[config.mk]
export PLATFORM = sky130hd
export DESIGN_NAME = scan_decoder
export DESIGN_NICKNAME = d
export VERILOG_FILES = /design/src/rtl/scan_decoder.sv
export SDC_FILE = /design/constraint.sdc
export NUM_CORES = 1
export LEC_CHECK = 0
export ABC_CLOCK_PERIOD_IN_PS = 2220
export BUFFER_PORTS_ARGS = -buffer_cell sky130_fd_sc_hd__clkbuf_2
export CORE_MARGIN = 1
export CORE_UTILIZATION = 25
export CTS_CLUSTER_DIAMETER = 100
export DETAILED_ROUTE_END_ITERATION = 10
export GPL_TIMING_DRIVEN = 0
export SYNTH_ARGS = -nofsm -noshare
export SYNTH_HDL_FRONTEND = slang
export SYNTH_SLANG_ARGS = --single-unit
[constraint.sdc]
create_clock -name clk -period 2.22 [get_ports clk]
set_input_delay 0.111 -clock clk [delete_from_list [all_inputs] [get_ports clk]]
set_output_delay 0.111 -clock clk [all_outputs]
set_load 0.005 [all_outputs]
[src/rtl/scan_decoder.sv]
// scan_decoder: registered one-hot decoder with enable; direct-address and auto-scan modes.
// Define DEC_ACTIVE_LOW_EN to drive F as active-low selects (idx and step unaffected).
module scan_decoder #(
    parameter int unsigned AW       = 3,
    parameter int unsigned PRESCALE = 4
) (
    input  logic              clk,
    input  logic              rst_n,
    input  logic              E,
    input  logic              mode,
    input  logic [AW-1:0]     A,
    input  logic [AW-1:0]     scan_last,
    output logic [2**AW-1:0]  F,
    output logic [AW-1:0]     idx,
    output logic              step
);

    localparam int unsigned NO = 2 ** AW;
    localparam int unsigned PW = $clog2(PRESCALE) + 1;
    localparam logic [PW-1:0] PreMax = PW'(PRESCALE - 1);

`ifdef DEC_ACTIVE_LOW_EN
    localparam logic [NO-1:0] FOff = '1;
`else
    localparam logic [NO-1:0] FOff = '0;
`endif

    typedef enum logic [1:0] {
        StIdle,
        StDirect,
        StScan
    } state_t;

    state_t          state_q, state_d;
    logic [PW-1:0]   pre_q, pre_d;
    logic [AW-1:0]   idx_q, idx_d;
    logic [NO-1:0]   f_q, f_d;
    logic            step_q, step_d;
    logic [AW-1:0]   idx_adv;

    function automatic logic [NO-1:0] onehot(input logic [AW-1:0] i);
        logic [NO-1:0] v;
        v    = '0;
        v[i] = 1'b1;
        return v;
    endfunction

    // idx + 1 wraps naturally in AW bits; a lowered scan_last also forces a wrap.
    assign idx_adv = (idx_q >= scan_last) ? '0 : idx_q + AW'(1);

    always_comb begin
        state_d = state_q;
        pre_d   = pre_q;
        idx_d   = idx_q;
        f_d     = f_q;
        step_d  = 1'b0;
        if (!E) begin
            state_d = StIdle;
            pre_d   = '0;
            f_d     = FOff;
        end else if (!mode) begin
            state_d = StDirect;
            pre_d   = '0;
            idx_d   = A;
            f_d     = onehot(A) ^ FOff;
        end else begin
            state_d = StScan;
            unique case (state_q)
                StScan: begin
                    if (pre_q == PreMax) begin
                        pre_d  = '0;
                        idx_d  = idx_adv;
                        f_d    = onehot(idx_adv) ^ FOff;
                        step_d = 1'b1;
                    end else begin
                        pre_d = pre_q + PW'(1);
                    end
                end
                default: begin
                    // Fresh scan entry always restarts at index 0.
                    pre_d = '0;
                    idx_d = '0;
                    f_d   = onehot('0) ^ FOff;
                end
            endcase
        end
    end

    always_ff @(posedge clk or negedge rst_n) begin
        if (!rst_n) begin
            state_q <= StIdle;
            pre_q   <= '0;
            idx_q   <= '0;
            f_q     <= FOff;
            step_q  <= 1'b0;
        end else begin
            state_q <= state_d;
            pre_q   <= pre_d;
            idx_q   <= idx_d;
            f_q     <= f_d;
            step_q  <= step_d;
        end
    end

    assign F    = f_q;
    assign idx  = idx_q;
    assign step = step_q;

endmodule
==> summary.txt <==
Yosys
  • Yosys cell types: 35
  • Synth Register Bits: 17
  • Synth top area cells: dfrtp_1 (44%), ha_1 (6.4%), a32oi_1 (4.5%), inv_1 (3.1%), nand4b_4 (2.4%)
  • Top cell type's share of synthesized area: 43.6%
  • Post-synthesis net count: 104
  • Fraction of the yosys area taken by sequential cells: between 40% and 50%
  • Area of the mapped netlist: between 900 and 1000 um2
  • Largest area contributor in the synthesized netlist: dfrtp_1
  • Synthesized area divided by synthesized cell count: 11.0 um2
  • Cell count after synthesis: 89
  • Count of yosys warnings during synthesis: 0

Route
  • Per-cell routed wire length: 13.2 um
  • Number of nets with antenna violations after routing: 0
  • Count of unresolved DRC violations after routing: 0
  • Detailed-route via count: roughly 800
  • Total detailed-routing wirelength: 2.16 mm
  • Detailed-router iteration count before antenna repair: 4
  • DRT iter0 DRCs: 19
  • Post-detailed-route via-to-cell ratio: slightly below 5

Clocking
  • CTS clk-pin slew, worst paths: 70 ps
  • Post-CTS Repair Setup Buffers: 0
  • Clock insertion delay at the later pin of the skew report: 250 ps
  • Cell chosen for the clock root: clkbuf_8
  • CTS H-tree depth: 1
  • TritonCTS clock tree: yes
  • Number of buffers created by CTS: 3
  • Bufs on Longest Clock Path: 2
  • Clock tree sinks: 17
  • Count of cells resized by post-cts repair: 0

Worst setup path
  • Critical path fanouts, max: 7
  • Type of destination of the critical path: flip-flop
  • CP required: 2380 ps
  • Critical path data arrival time: just over 2000 ps
  • Startpoint kind of the worst setup timing path: flip-flop
  • Critical Setup Path Class: flip-flop to flip-flop

Final layout
  • Total inserted antenna cells: 0
  • Layout Utilization: between 30% and 40%
  • Layout cells sized above 1: between 20% and 30%
  • Syn-to-layout area delta: 22.6%
  • # nets final: 131
  • Finished layout cell area: 1190 um2

Power and ir drop
  • Static leakage power: about 0.58 nW
  • Overall power consumption: 720 uW
  • Total power divided by cell area: 603 nW/um2
  • Worst supply voltage drop on vdd: roughly 0.00023 V

STA
  • Worst max-slew margin expressed relative to the limit: approximately 72%
  • Min cycle time layout: 1890 ps
  • Skew final: 5.17 ps
  • Final hold viol count: 0
  • Crit share post-route: 84.9%
  • Final number of max-transition violations: 0
  • Maximum operating frequency: between 0.5 and 0.6 GHz
  • Number of failing setup endpoints in the final timing report: 0
  • Unrepaired setup endpoints after global routing: false
  • Setup tns final: 0 ps
  • Setup ws final: 335 ps
  • Slew at the pin closest to its max-slew limit: 420 ps

Global route
  • Pin count of the biggest net entering global routing: 18
  • Initial antenna violation count: 0
  • Final global-route overflow total: 0
  • Total GRT Usage: ~11%
  • Via count of the first global-routing pass: between 700 and 800
  • Wire length of the first global-routing pass: 3.66 mm

Place
  • Total cell area at the placement stage: 1140 um2
  • Routability-driven placement congestion ratio: roughly 0.8
  • Post-detail-place hpwl: 1.70 mm
  • Setup slack at placement: 310 ps
  • Number of input and output port buffers inserted: 21

Floorplanning
  • Area inside the core boundary: ~3700 um2
  • Total die area: 4150 um2
  • Site Rows: 22
  • Horiz. Die Dim: 64.4 um
  • Initial core utilization: 26.4%
  • Count of pins on the block boundary: 22
  • Die Ht: 64.4 um

Run
  • Count of max-cap constraint violations: 0

Outcome
  • Outcome: complete, no violations

Worst hold path
  • Path category of the worst min-delay check: input port to flip-flop
[area by class of cell]
| cell class | instances | area [um2] |
|---|---|---|
| clock buffer | 4 | 45.0 |
| timing repair buffer | 22 | 115 |
| multi-input combinational | 64 | 519 |
| tap | 48 | 60.1 |
| fill | 385 | 2490 |
| inverter | 8 | 30.0 |
| sequential | 17 | 425 |
[report_power, final]
part,leakage [nW],total [mW],switching (mW),internal [mW]
Clock,0.0228,0.231,0.104,0.127
Sequential,0.228,0.337,0.0153,0.322
Combinational,0.328,0.152,0.0916,0.0603
Total,0.579,0.720,0.211,0.510
[final timing paths]
kind	end	slack, ps	start	depth (start not counted)
max	F[1]	330	idx[0]	6
min	state_q[0]	160	mode	2
max reg2reg	F[1]	330	idx[0]	6
min reg2reg	pre_q[0]	450	pre_q[0]	1
max in group asynchronous	F[6]	1600	rst_n	2
min in group asynchronous	F[2]	320	rst_n	2
[metrics by stage]
stage                     hold WS [ps]  cells
after detailed placement          69.9    158
after CTS                          159    163
after floorplan                   -185     89
after global placement            59.9    158
final                              165    163
after global routing               166    163
[kinds of logic after synthesis]
logic type	synth area share [%]
compound gates	19.8
xor+xnor	0.899
fa+ha+maj	6.42
buf+inv	3.08
flops	43.6
simple gates	26.2
[cell usage in the layout, fill, tap and decap left out, types with 3 or more instances in the layout]
cell type	count
ha_1	5
nand2_1	6
nor2b_1	3
a21oi_1	3
nor2_1	4
a32oi_1	5
inv_1	8
nor3_1	4
clkbuf_8	3
dfrtp_1	17
and2_1	3
clkbuf_2	21
[sequential cells by signal, indices dropped and copies added, names as in the netlist]
signal / flops
F: 8
pre_q: 3
idx: 3
step: 1
state_q: 2
[what timing repair did]
action / in CTS / in global routing
setup endpoints to repair: 0 / 0
hold endpoints to repair: 17 / 0
hold buffers: 1 / 0
[Yosys cell counts (all sizes together)]
master and number:
nor2 6, a221o 2, o221ai 2, nand4 1
a21o 1, dfrtp 17, xor2 1, or3 1
nand3 2, nor3 4, a21boi 2, a31oi 2
nand3b 1, nand2b 3, nand4b 1, a32oi 5
inv 8, o32a 1, and2 3, nor2b 4
o21ai 2, and3 1, ha 5, nand2 6
o31ai 2, a21oi 3, and3b 1, nor3b 2
[worst max-delay path, stage by stage (launching register included)]
cell,delay (ps)
dfrtp_1,460
inv_1,160
ha_1,290
nand2b_1,180
a31oi_4,320
nand4_4,160
o31ai_1,220
[metal layers]
metal / track usage [%] / wire length [um] / vias up
li1: - / - / 385
met1: 15.3 / 1000 / 371
met2: 18.2 / 1030 / 25
met3: 1.94 / 95 / 4
met4: 4.17 / 34 / 0
met5: 0 / 0 / -
No activity file was read; power rests on OpenSTA's default activity.
